### src/rtl/trap_sequencer_if.sv
// trap_sequencer_if: implicit-access lanes between the trap sequencer and the CSR file
interface trap_sequencer_if;
  logic [127:0] impl_csr;
  logic [47:0]  impl_addrs_r;
  logic [3:0]   impl_read_enable;
  logic [47:0]  impl_addrs_w;
  logic [3:0]   impl_write_enable;
  logic [127:0] impl_write_data;
  modport master (
    input  impl_csr,
    output impl_addrs_r, impl_read_enable, impl_addrs_w, impl_write_enable, impl_write_data
  );
  modport slave (
    output impl_csr,
    input  impl_addrs_r, impl_read_enable, impl_addrs_w, impl_write_enable, impl_write_data
  );
endinterface

### src/rtl/trap_sequencer.sv
// trap_sequencer: sequences M-mode trap entry and MRET over the CSR implicit-access lanes
module trap_sequencer #(
  parameter logic [1:0] RESET_MODE  = 2'b11,
  parameter bit         VECTORED_EN = 1'b1
) (
  input  logic                     clk,
  input  logic                     reset,
  input  logic                     trap_req,
  input  logic [31:0]              trap_cause,
  input  logic [31:0]              trap_pc,
  input  logic [31:0]              trap_tval,
  input  logic                     mret_req,
  trap_sequencer_if.master         impl,
  output logic                     busy,
  output logic                     trap_ack,
  output logic                     mret_ack,
  output logic                     redirect_valid,
  output logic [31:0]              redirect_pc,
  output logic [1:0]               mode
);
  typedef enum logic [2:0] {IDLE, T_RD, T_WR, M_RD, M_WR, REDIR} state_t;
  state_t      state;
  logic [31:0] cause_q, pc_q, tval_q, tgt;
  logic [1:0]  mpp_q;
  logic [31:0] csr0, csr1, trap_ms, mret_ms, trap_tgt, mret_tgt;
  logic        vec;
  // derive next mstatus and redirect targets from the lanes being read this cycle
  always_comb begin
    csr0     = impl.impl_csr[31:0];
    csr1     = impl.impl_csr[63:32];
    trap_ms  = csr1;
    trap_ms[7]     = csr1[3];
    trap_ms[3]     = 1'b0;
    trap_ms[12:11] = mode;
    mret_ms  = csr1;
    mret_ms[3]     = csr1[7];
    mret_ms[7]     = 1'b1;
    mret_ms[12:11] = 2'b00;
    vec      = VECTORED_EN && csr0[1:0] == 2'b01 && cause_q[31];
    trap_tgt = {csr0[31:2], 2'b00} + (vec ? {cause_q[29:0], 2'b00} : 32'h0);
    mret_tgt = {csr0[31:1], 1'b0};
  end
  // sequencer FSM with registered lane, handshake and privilege outputs
  always_ff @(posedge clk or posedge reset) begin
    if (reset) begin
      state                  <= IDLE;
      busy                   <= 1'b0;
      trap_ack               <= 1'b0;
      mret_ack               <= 1'b0;
      redirect_valid         <= 1'b0;
      redirect_pc            <= '0;
      mode                   <= RESET_MODE;
      impl.impl_addrs_r      <= '0;
      impl.impl_read_enable  <= '0;
      impl.impl_addrs_w      <= '0;
      impl.impl_write_enable <= '0;
      impl.impl_write_data   <= '0;
      cause_q                <= '0;
      pc_q                   <= '0;
      tval_q                 <= '0;
      tgt                    <= '0;
      mpp_q                  <= '0;
    end else begin
      trap_ack               <= 1'b0;
      mret_ack               <= 1'b0;
      redirect_valid         <= 1'b0;
      impl.impl_addrs_r      <= '0;
      impl.impl_read_enable  <= '0;
      impl.impl_addrs_w      <= '0;
      impl.impl_write_enable <= '0;
      impl.impl_write_data   <= '0;
      case (state)
        IDLE: begin
          if (trap_req) begin
            state                 <= T_RD;
            busy                  <= 1'b1;
            cause_q               <= trap_cause;
            pc_q                  <= trap_pc;
            tval_q                <= trap_tval;
            impl.impl_read_enable <= 4'b0011;
            impl.impl_addrs_r     <= {24'h0, 12'h300, 12'h305};
          end else if (mret_req) begin
            state                 <= M_RD;
            busy                  <= 1'b1;
            impl.impl_read_enable <= 4'b0011;
            impl.impl_addrs_r     <= {24'h0, 12'h300, 12'h341};
          end
        end
        T_RD: begin
          state                  <= T_WR;
          tgt                    <= trap_tgt;
          impl.impl_write_enable <= 4'b1111;
          impl.impl_addrs_w      <= {12'h300, 12'h343, 12'h342, 12'h341};
          impl.impl_write_data   <= {trap_ms, tval_q, cause_q, pc_q & ~32'h3};
        end
        M_RD: begin
          state                  <= M_WR;
          tgt                    <= mret_tgt;
          mpp_q                  <= csr1[12:11];
          impl.impl_write_enable <= 4'b1000;
          impl.impl_addrs_w      <= {12'h300, 36'h0};
          impl.impl_write_data   <= {mret_ms, 96'h0};
        end
        T_WR: begin
          state          <= REDIR;
          redirect_valid <= 1'b1;
          redirect_pc    <= tgt;
          trap_ack       <= 1'b1;
          mode           <= 2'b11;
        end
        M_WR: begin
          state          <= REDIR;
          redirect_valid <= 1'b1;
          redirect_pc    <= tgt;
          mret_ack       <= 1'b1;
          mode           <= mpp_q == 2'b10 ? 2'b00 : mpp_q;
        end
        REDIR: begin
          state <= IDLE;
          busy  <= 1'b0;
        end
        default: begin
          state <= IDLE;
          busy  <= 1'b0;
        end
      endcase
    end
  end
endmodule

### src/flat_wrapper.sv
// flat-port wrapper written by rule: the top's interface ports become plain ports
module trap_sequencer_flat 
#(
  parameter logic [1:0] RESET_MODE  = 2'b11,
  parameter bit         VECTORED_EN = 1'b1
)
  (clk, reset, trap_req, trap_cause, trap_pc, trap_tval, mret_req, busy, trap_ack, mret_ack, redirect_valid, redirect_pc, mode, impl_impl_csr, impl_impl_addrs_r, impl_impl_read_enable, impl_impl_addrs_w, impl_impl_write_enable, impl_impl_write_data);
  trap_sequencer_if impl_i ();
  input  logic clk;
  input  logic reset;
  input  logic trap_req;
  input  logic [31:0] trap_cause;
  input  logic [31:0] trap_pc;
  input  logic [31:0] trap_tval;
  input  logic mret_req;
  output logic busy;
  output logic trap_ack;
  output logic mret_ack;
  output logic redirect_valid;
  output logic [31:0] redirect_pc;
  output logic [1:0] mode;
  input wire logic [$bits(impl_i.impl_csr)-1:0] impl_impl_csr;
  output wire logic [$bits(impl_i.impl_addrs_r)-1:0] impl_impl_addrs_r;
  output wire logic [$bits(impl_i.impl_read_enable)-1:0] impl_impl_read_enable;
  output wire logic [$bits(impl_i.impl_addrs_w)-1:0] impl_impl_addrs_w;
  output wire logic [$bits(impl_i.impl_write_enable)-1:0] impl_impl_write_enable;
  output wire logic [$bits(impl_i.impl_write_data)-1:0] impl_impl_write_data;
  assign impl_i.impl_csr = impl_impl_csr;
  assign impl_impl_addrs_r = impl_i.impl_addrs_r;
  assign impl_impl_read_enable = impl_i.impl_read_enable;
  assign impl_impl_addrs_w = impl_i.impl_addrs_w;
  assign impl_impl_write_enable = impl_i.impl_write_enable;
  assign impl_impl_write_data = impl_i.impl_write_data;
  trap_sequencer #(.RESET_MODE(RESET_MODE), .VECTORED_EN(VECTORED_EN)) u_core (.clk(clk), .reset(reset), .trap_req(trap_req), .trap_cause(trap_cause), .trap_pc(trap_pc), .trap_tval(trap_tval), .mret_req(mret_req), .impl(impl_i), .busy(busy), .trap_ack(trap_ack), .mret_ack(mret_ack), .redirect_valid(redirect_valid), .redirect_pc(redirect_pc), .mode(mode));
endmodule
### config.mk
export PLATFORM = sky130hd
export DESIGN_NAME = trap_sequencer_flat
export DESIGN_NICKNAME = d
export VERILOG_FILES = /design/src/rtl/trap_sequencer_if.sv /design/src/rtl/trap_sequencer.sv /design/src/flat_wrapper.sv
export SDC_FILE = /design/constraint.sdc
export NUM_CORES = 1
export LEC_CHECK = 0
export CAP_MARGIN = 25
export CORE_AREA = 3 3 192 194
export CTS_CLUSTER_DIAMETER = 30
export CTS_CLUSTER_SIZE = 14
export DETAILED_ROUTE_END_ITERATION = 7
export DIE_AREA = 0 0 195 197
export GPL_TIMING_DRIVEN = 0
export PLACE_DENSITY = 0.69
export RECOVER_POWER = 100
export SYNTH_ARGS = -nofsm -noshare
export SYNTH_HDL_FRONTEND = slang
export SYNTH_SLANG_ARGS = --single-unit
### constraint.sdc
create_clock -name clk -period 19.24 [get_ports clk]
set_clock_uncertainty 0.1 [all_clocks]
set_input_delay 5.772 -clock clk [delete_from_list [all_inputs] [get_ports clk]]
set_output_delay 5.772 -clock clk [all_outputs]
set_load 0.01 [all_outputs]
# == After elaboration in Yosys (flattened, before gate mapping) ==
# Index checks and enable logic that the tools add are counted.
# classes
addsub,1
eq_ne,7
mux,22
n_bitwise,1
reduce_logical,8
# ops
cell,count
128-bit one-hot mux with 2 select lines,1
48-bit two-way mux,2
46-bit one-hot mux with 2 select lines,1
32-bit one-hot mux with 2 select lines,1
32-bit adder,1
32-bit two-way mux,1
22-bit two-way mux,1
3-bit one-hot mux with 4 select lines,1
4-bit two-way mux,2
4-bit one-hot mux with 2 select lines,1
3-bit by 2-bit == test with 1-bit output (second input constant),2
3-bit two-way mux,2
1-bit two-way mux,5
2-bit two-way mux,2
2-bit one-hot mux with 2 select lines,1
2-bit AND reduction,2
2-bit nonzero test,2
4-bit OR reduction,1
3-bit by 1-bit == test with 1-bit output (second input constant),1
3-bit == test (second input constant),1
3-bit zero test,1
3-bit inequality test (second input constant),1
2-bit by 1-bit == test with 1-bit output (second input constant),1
2-bit == test (second input constant),1
4 further kinds,4
# word_totals
regBits,401
in_bits,228
out_inout_bits,270
elab_cells,56

# == Longest topological paths before layout ==
# depth
depth_word,5
mapped_depth,14
mapped_depth_nobuf,12

# == Worst setup path before layout ==
# OpenSTA, ideal clock, no wires.
# synth_timing
path_kind,in2reg
start,input port impl_impl_csr[0]
end,register u_core.tgt[31]
setup_ps,124
arrival_ps,7900
t_required_ps,19016
path_slack_ps,11116
cell_stages,13
n_path_buf,2
path_cell_list,nand2_1 > nor2_1 > clkbuf_1 > clkbuf_1 > and2_1 > ha_1 > a21oi_1 > o211ai_1 > a41oi_1 > o41ai_1 > a31oi_1 > mux2i_1 > a211o_1
# synth_between
elab_chain_len,5
# synth_lines
element,line,source
from (decl),flat_wrapper.sv:22,input wire logic [$bits(impl_i.impl_csr)-1:0] impl_impl_csr;
2-bit by 1-bit == test with 1-bit output,trap_sequencer.sv:39,vec = VECTORED_EN && csr0[1:0] == 2'b01 && cause_q[31];
1-bit logical AND,trap_sequencer.sv:39,
32-bit two-way mux,trap_sequencer.sv:40,"trap_tgt = {csr0[31:2], 2'b00} + (vec ? {cause_q[29:0], 2'b00} : 32'h0);"
32-bit adder,trap_sequencer.sv:40,
32-bit one-hot mux with 2 select lines,trap_sequencer.sv:72,case (state)
to (signal assigned),trap_sequencer.sv:91,tgt <= trap_tgt;
to (signal assigned),trap_sequencer.sv:98,tgt <= mret_tgt;
to (decl),trap_sequencer.sv:23,"logic [31:0] cause_q, pc_q, tval_q, tgt;"
# Every way passes these cells.
# A chain may end at the register's enable or synchronous reset.

# == Worst setup path in the final report ==
# layout_timing
start,input port impl_impl_csr[1]
end,register u_core.tgt[31]
# Same word-level chain as after synthesis.

==> metrics.cfg <==
[routing]
route.detailed.drc=0
post_drt_via_cell_ratio=4.58
postRouteAntennaNets=0
drtIter0Drc=333
vias=9743
wl_per_cell_um=17.5
wl_um=37300
drtPass1Iterations=5

[power]
cellPowerDensity_mw_per_mm2=158
ir_drop_uv=93.0
swShare_pct=30.7
power.leakage_nw=9.42
seq_power_share_pct=32.4
clkPwrFrac_pct=34.7
combPwrFrac_pct=32.9
p_int_mw=2.18
p_switching_uw=966

[layout]
fillers=3066
area_delta_synth_final_pct=49.8
layout-drive-gt1-share_pct=21.6
fin_nets=1873

[setup_path]
r2r_cells=12
setup.worst_path.start_class=primary input
crit_fanout=10
cp.arrival_ns=9.60
end_kind=flip-flop
cp.required_ns=19.56
path_class=in -> reg

[clock_network]
hold_buffers=0
htreeDepth=3
cts_made_buffers=67
cts_tree=yes
clock_sinks=298
clk_latency_ns=0.55
cts_resized=0
clock-root-buffer=clkbuf_16
clkTransAtPathRegs_ns=0.05
post-cts-setup-buffers=0
cts_buffer_depth=3

[timing]
setup_ws_ns=9.96
setup_violations=0
relSlewSlack_pct=-163
tightest_slew_ns=3.93
period_share_pct=48.3
slew_viol_final=86
period_minus_slack_ns=9.28
rsz0062_at_grt=no
timing.setup.tns_ns=0
max_freq_mhz=108
hold_viol_final=0

[grt]
grt-ovfl-total=0
met2_usage_pct=32.8
antenna_found_initial=7
grt_pass1_wl_um=57700
grt_max_degree=113
met1_usage_pct=21.9
grt_pass1_vias=10200
top_usage_layer=met2
grt_use_total_pct=19.1
grt_use_met3_pct=6.72

[floorplanning]
start_util_pct=37.5
fp.dieW_um=195
rows=69
io_pins=498
core_area_mm2=0.0354
die-area_mm2=0.0384
die_h_um=197

[min_path]
hold_path_class=reg -> reg
hold_depth=1

[run_status]
violations=max-capacitance violations, max-slew violations
status=finished with violations

[placed_design]
place_hpwl_um=28400
dp_slack_ns=9.60
port_buffers=352
gp_congestion=0.898

[synthesis]
synthArstFlopShare_pct=100
syn_area_per_cell_um2=11.9
synth_seq_cells=298
synthFlopType=dfrtp_1
yosysSeqAreaShare_pct=56.2
synth_edf_count=0
ys_types=63
synthCells=1114
ys_warn_count=0
synth_area_mm2=0.0133

[flow_run]
maxCapViolations=1

## cell usage in the layout (no fill, tap or decap), types with 6 or more instances in the layout
| master | instances |
|---|---|
| a211oi_1 | 7 |
| a21o_1 | 8 |
| a21oi_1 | 47 |
| and2_0 | 76 |
| and2_1 | 78 |
| and3_1 | 10 |
| buf_4 | 87 |
| bufinv_16 | 6 |
| clkbuf_1 | 48 |
| clkbuf_16 | 67 |
| clkbuf_4 | 15 |
| clkbuf_8 | 7 |
| clkdlybuf4s50_1 | 160 |
| clkinv_2 | 14 |
| clkinv_4 | 7 |
| clkinvlp_4 | 10 |
| conb_1 | 79 |
| dfrtp_1 | 296 |
| dlygate4sd3_1 | 192 |
| ha_1 | 29 |
| inv_1 | 13 |
| mux2_2 | 126 |
| mux2i_1 | 12 |
| nand2_1 | 58 |
| nand3_1 | 17 |
| nand4_1 | 9 |
| nor2_1 | 29 |
| nor3_1 | 15 |
| o211ai_1 | 6 |
| o21a_1 | 11 |
| o21ai_0 | 37 |
| xor2_1 | 9 |
## cells by family (layout without fill, tap and decap cells)
| family | count (synthesis) | after routing | synth area share [%] |
|---|---|---|---|
| AO/OA/AOI/OAI | 153 | 153 | 7.54 |
| AND/OR/NAND/NOR | 311 | 311 | 12.9 |
| other | 1 | 82 | 0.0283 |
| multiplexers | 139 | 139 | 11.7 |
| adder cells (fa/ha/maj) | 30 | 30 | 2.89 |
| buffers and inverters | 168 | 640 | 7.87 |
| flip-flops | 298 | 298 | 56.2 |
| XOR/XNOR | 14 | 14 | 0.924 |
## metal layers
metal | vias to the layer above | wire, um
li1 | 4647 | -
met1 | 4690 | 14500
met2 | 327 | 18500
met3 | 71 | 3150
met4 | 8 | 1010
met5 | - | 54
## Yosys cell counts, types with 3 or more instances
cell | n | area (um2)
nand3_1 | 17 | 85.1
o21bai_1 | 5 | 37.5
xnor2_1 | 5 | 43.8
clkbuf_2 | 3 | 15.0
a21oi_1 | 46 | 230
o21ai_0 | 35 | 175
inv_1 | 14 | 52.6
or3_1 | 4 | 25.0
clkbuf_1 | 32 | 120
xor2_1 | 9 | 78.8
o21ai_1 | 5 | 25.0
a31oi_1 | 4 | 25.0
nand4_1 | 8 | 50.1
o21a_1 | 11 | 82.6
o31ai_1 | 3 | 22.5
and2_1 | 154 | 963
mux2_2 | 127 | 1430
a21o_1 | 8 | 60.1
mux2i_1 | 12 | 120
a211oi_1 | 6 | 45.0
buf_2 | 14 | 70.1
a211o_1 | 3 | 26.3
and3_1 | 10 | 62.6
dfrtp_1 | 296 | 7410
ha_1 | 29 | 363
nor3b_1 | 4 | 30.0
o211ai_1 | 5 | 37.5
buf_4 | 102 | 766
nor3_1 | 15 | 75.1
nor2_1 | 29 | 109
nand2b_1 | 3 | 18.8
nand2_1 | 58 | 218
## flip-flops by register name (all words and copies together) (netlist names), 2 cells and up
name and cells:
u_core.impl.impl_write_data 126, u_core.cause_q 32, u_core.tval_q 32, u_core.redirect_pc 31, u_core.tgt 31, u_core.pc_q 30
u_core.impl.impl_addrs_r 3, u_core.state 3, u_core.mode 2, u_core.mpp_q 2
## power groups by stage
stage               registers, mW  clock network, mW  logic [mW]
finish                       1.02               1.09        1.04
global route                 1.06               1.16        1.13
floorplan                    1.06                  0       0.544
CTS                          1.03               1.12        1.12
detailed placement           1.04                  0        1.11
global placement             1.03                  0        1.09
## worst paths after layout
path	to	slack [ns]	from
worst max-delay path	u_core.tgt[31]	9.96	impl_impl_csr[1]
worst min-delay path	u_core.impl.impl_write_data[26]	0.36	u_core.pc_q[26]
worst max register to register	u_core.tgt[31]	15.38	u_core.cause_q[31]
worst min register to register	u_core.impl.impl_write_data[26]	0.36	u_core.pc_q[26]
max in group asynchronous	u_core.busy	10.50	reset
min in group asynchronous	u_core.pc_q[29]	6.74	reset
## worst max-delay path: stages
cell and delay, ns:
dlygate4sd3_1 0.64, nor2_1 0.28, clkbuf_1 0.34, and2_1 0.20, ha_1 0.24, a21oi_1 0.13, o311ai_0 0.74, a41oi_1 0.27
a21oi_1 0.40, a31oi_1 0.20, mux2i_1 0.16, a211o_1 0.23
## final cells by class
cell class,instances,area (um2),share of cell area [%]
clock inverters,42,430,2.17
inverters,14,53.8,0.271
multi-input cells,726,5020,25.3
diodes,3,7.51,0.0378
well taps,461,577,2.90
flip-flops and latches,298,7460,37.5
clock buffers,76,1780,8.96
plain buffers,154,966,4.86
repair buffers,354,3580,18.0
## through the flow
stage	std cells	hold WS [ns]	total power [mW]	util (%)	cell area [um2]
floorplan	1192	0.333	1.61	-	13600
global placement	2005	0.348	2.12	49.9	17700
detailed placement	2007	0.351	2.15	50.1	17700
CTS	2125	0.363	3.27	56.3	19900
global route	2128	0.378	3.35	56.2	19900
finish	2128	0.362	3.15	56.2	19900
Note: power is estimated with default switching activity, not from simulation.
==> edit 1, RTL diff (same flow settings) <==
Encoding of `state_t`: now one-hot (6 bits for 6 states).
--- a/src/rtl/trap_sequencer.sv
+++ b/src/rtl/trap_sequencer.sv
@@ -19,5 +19,5 @@
   output logic [1:0]               mode
 );
-  typedef enum logic [2:0] {IDLE, T_RD, T_WR, M_RD, M_WR, REDIR} state_t;
+  typedef enum logic [5:0] {IDLE = 6'b000001, T_RD = 6'b000010, T_WR = 6'b000100, M_RD = 6'b001000, M_WR = 6'b010000, REDIR = 6'b100000} state_t;
   state_t      state;
   logic [31:0] cause_q, pc_q, tval_q, tgt;
Function: same outputs for any inputs over 4 cycles, from zero or initial values and one cycle with reset high; so few cycles prove little.
==> edit 1 against the unedited design <==
The flow still finishes with violations (max-capacitance violations, max-slew violations); critical path depth grew 2; maximum frequency is 2.6% lower; synthesized area is 1.4% lower; largest power group unchanged; worst setup slack got worse by 0.24 ns; routed wire length up 2.0%; critical path type unchanged; final area up 0.28%; power is 3.6% lower; largest cell class unchanged; highest routed layer unchanged; sequential cell count rose by 3.
==> edit 1: results (changes against the unedited design) <==
max incr delay on CP -> 0.59 ns (-0.15 ns)
failing checks -> max-capacitance violations, max-slew violations
total CTS buffers -> 69 (+3.0%)
Synth Area in Adders -> 2.93% (+0.042 points)
multiplexer share of the synthesized area -> 11.1% (-0.54 points)
layout cells sized above 1 -> 21.5% (-0.16 points)
Mean Syn Cell Area -> 12.0 sq um (+1.0%)
vias in the first global route -> 9910 (-2.6%)
xor/xnor cell area share of the yosys netlist -> 1.67% (+0.75 points)
Placement Cell Area -> 17500 sq um (-1.1%)
R2R cell count -> 13 (+1)
Least-Margin Pin Slew -> 3.01 ns (-0.911 ns)
largest net degree at the start of global routing -> 125 (+11%)
Iter 0 DRT Violations -> 369 (+11%)
clk_lat worst skew -> 0.57 ns (+0.02 ns)
Layout Nets -> 1848 (-1.3%)
maxcap violations -> 1 (unchanged)
peak supply drop -> 0.0907 mV (-2.5%)
Min Hold Slack -> 0.363 ns (+0.00134 ns)
worst path arrival time -> 9.87 ns (+0.27 ns)
final WL -> 38.0 mm (+2.0%)
WL/cell -> 18.1 um (+3.1%)
Hold EP -> u_core.impl.impl_write_data[8]
Tot GR Track Use -> 19.5% (+0.36 points)
synth top area cells -> dfrtp_1 57%, mux2_2 11%, and2_1 7.5%
Post-DP HPWL -> 27.7 mm (-2.4%)
fin. max-slew vios -> 68 (-21%)
cell count after placement -> 1980 (-1.3%)
antenna violations before repair -> 6 (-1)
slowest CP cell -> dlygate4sd3_1
hold_sp -> u_core.pc_q[8]
gp weighted congestion -> 0.924 (+2.8%)
synth cell count leaders -> 298 x dfrtp_1, 156 x and2_1, 125 x mux2_2
status -> complete, but fails checks
pre-CTS WS -> 9.25 ns (-0.357 ns)
flop2flop setup slack -> 15.06 ns (-0.32 ns)
FF+latch area -> 7540 sq um (+1.0%)
[edit 1: cell types whose count changed in the layout (fill, tap and decap cells not counted), moves of 8 or more]
cell | unedited run | this run
nor2_1 | 29 | 42
xnor2_1 | 5 | 16
nand3_1 | 17 | 7
o21a_1 | 11 | 3
o21ai_0 | 37 | 29
[edit 1: cells by family (layout without fill, tap and decap cells)]
| family | count (synthesis) | count (layout) |
|---|---|---|
| xor gates and xnor gates | 25 | 25 |
| AOI/OAI and AO/OA | 138 | 138 |
| other | 1 | 80 |
| muxes | 130 | 130 |
| and+or+nand+nor | 301 | 301 |
| DFF | 301 | 301 |
| buffers and inverters | 161 | 640 |
| adders and majority gates | 30 | 30 |
[edit 1: layout make-up]
| cell class | instances | share of cell area (%) |
|---|---|---|
| clock buffer | 84 | 9.30 |
| antenna | 1 | 0.0126 |
| sequential | 301 | 37.8 |
| tap | 461 | 2.89 |
| buffer | 149 | 4.73 |
| multi-input combinational | 703 | 24.2 |
| inverter | 12 | 0.232 |
| clock inverter | 41 | 2.83 |
| timing repair buffer | 354 | 18.0 |
[edit 1: power groups by stage]
stage / Sequential [mW] / Combinational [mW] / Clock (mW)
2_1_floorplan: 0.998 / 0.477 / 0
3_3_place_gp: 0.994 / 0.872 / 0
3_5_place_dp: 1.00 / 0.890 / 0
4_1_cts: 0.995 / 0.899 / 1.23
5_1_grt: 1.01 / 0.924 / 1.26
6_report: 0.987 / 0.844 / 1.21
[edit 1: layer usage]
layer  wire, um  part of all wire, %  GRT usage, %  vias up
met5         48                 0.13             0        -
met4        905                  2.4          6.73        8
met3       3120                  8.2          6.96       71
met2      18600                   49          32.7      361
met1      15300                   40          23.3     4651
li1           -                    -             -     4530
==> edit 2, RTL diff (same flow settings) <==
Without the edit above. `VECTORED_EN` is set to 1'b1 in 2 places; all go to 1'b0.
--- a/src/rtl/trap_sequencer.sv
+++ b/src/rtl/trap_sequencer.sv
@@ -2,5 +2,5 @@
 module trap_sequencer #(
   parameter logic [1:0] RESET_MODE  = 2'b11,
-  parameter bit         VECTORED_EN = 1'b1
+  parameter bit         VECTORED_EN = 1'b0
 ) (
   input  logic                     clk,
--- a/src/flat_wrapper.sv
+++ b/src/flat_wrapper.sv
@@ -3,5 +3,5 @@
 #(
   parameter logic [1:0] RESET_MODE  = 2'b11,
-  parameter bit         VECTORED_EN = 1'b1
+  parameter bit         VECTORED_EN = 1'b0
 )
   (clk, reset, trap_req, trap_cause, trap_pc, trap_tval, mret_req, busy, trap_ack, mret_ack, redirect_valid, redirect_pc, mode, impl_impl_csr, impl_impl_addrs_r, impl_impl_read_enable, impl_impl_addrs_w, impl_impl_write_enable, impl_impl_write_data);
Formal check against the unedited RTL: not equivalent (Yosys sat finds a counterexample within 4 cycles, from zero or initial values and one cycle with reset high).
==> edit 2 against the unedited design <==
Non-clock buffer count fell by 18; critical path depth fell by 6; the flow still finishes with violations (max-capacitance violations, max-slew violations); sequential cell count did not move; routed wire length fell by 21%; die area did not move; largest power group unchanged; global-route usage fell by 4.1 points; synthesized area fell by 15%; final area fell by 9.5%; worst setup slack improved by 1.2 ns; power fell by 1.2%.
==> edit 2: results (changes against the unedited design) <==
multiplexer share of the synthesized area -> 15.8% (+4.1 points)
layout cells sized above 1 -> 28.6% (+7.0 points)
xor/xnor cell area share of the yosys netlist -> 0% (-0.92 points)
fin. max-slew vios -> 54 (-37%)
first-pass detailed-route iteration total -> 4 (-1)
synth top area cells -> dfrtp_1 66%, mux2_2 15%, and2_1 7.1%
status -> complete, but fails checks
largest net degree at the start of global routing -> 127 (+12%)
vias in the first global route -> 7758 (-24%)
Static Leak -> 8.47 nW (-10%)
pre-CTS WS -> 11.62 ns (+2.02 ns)
fin worst setup slack -> 11.20 ns (+1.24 ns)
Iter 0 DRT Violations -> 175 (-47%)
Final Util -> 50.8% (-5.3 points)
cell count after placement -> 1645 (-18%)
Netlist cell types -> 27 (-57%)
Clock net power -> 1.19 mW (+9%)
Comb power -> 0.910 mW (-12%)
via/cell ratio -> 4.07 (-11%)
gp weighted congestion -> 0.734 (-18%)
peak supply drop -> 0.0950 mV (+2.1%)
Post-DP HPWL -> 20.8 mm (-27%)
maxcap violations -> 1 (unchanged)
worst path arrival time -> 8.36 ns (-1.24 ns)
Placement Cell Area -> 15700 sq um (-12%)
first-pass GRT wire length -> 44.6 mm (-23%)
Pint -> 2.25 mW (+2.9%)
failing checks -> max-capacitance violations, max-slew violations
==> edit 2: cell types whose count changed in the layout (fill, tap and decap cells not counted), sizes merged, moves of 12 or more <==
cell and change:
a21oi -45, and2 -27, o21ai -38, clkdlybuf4s50 -28, mux2 +30, nand3 -16
ha -29, nor2 -25, dlygate4sd3 +27, nor3 -13, nand2 -57, mux2i -12
==> edit 2: final cells by class <==
class | instances | share of cell area [%]
Inverter | 4 | 0.0905
Tap cell | 461 | 3.21
Multi-Input combinational cell | 392 | 16.9
Sequential cell | 298 | 41.5
Buffer | 137 | 5.02
Clock buffer | 85 | 10.5
Timing Repair Buffer | 353 | 19.8
Clock inverter | 39 | 2.92
Antenna cell | 2 | 0.0278
==> edit 2: critical path, cell delays in order <==
cell and delay, ns:
dlygate4sd3_1 0.57, and2_0 0.13, clkbuf_1 0.33, clkbuf_1 0.57, clkbuf_1 0.58, mux2_2 0.41
==> edit 2: final timing paths <==
path | startpoint | cells after the start | slack [ns] | end
worst max-delay path | trap_req | 6 | 11.20 | u_core.cause_q[5]
worst min-delay path | u_core.cause_q[15] | 1 | 0.36 | u_core.impl.impl_write_data[47]
worst max register to register | u_core.state[1] | 6 | 16.33 | u_core.cause_q[5]
worst min register to register | u_core.cause_q[15] | 1 | 0.36 | u_core.impl.impl_write_data[47]
max in group asynchronous | reset | 3 | 11.24 | u_core.tval_q[27]
min in group asynchronous | reset | 2 | 6.33 | u_core.tgt[14]
==> edit 2: metal layers <==
layer / wire length, um / up-vias / global-route usage (%) / part of all wire [%]
met5: 35 / - / 0 / 0.12
li1: - / 3317 / - / -
met1: 11000 / 3555 / 16.7 / 38
met3: 2820 / 58 / 6.84 / 9.6
met2: 14800 / 278 / 25.3 / 50
met4: 705 / 6 / 5.91 / 2.4
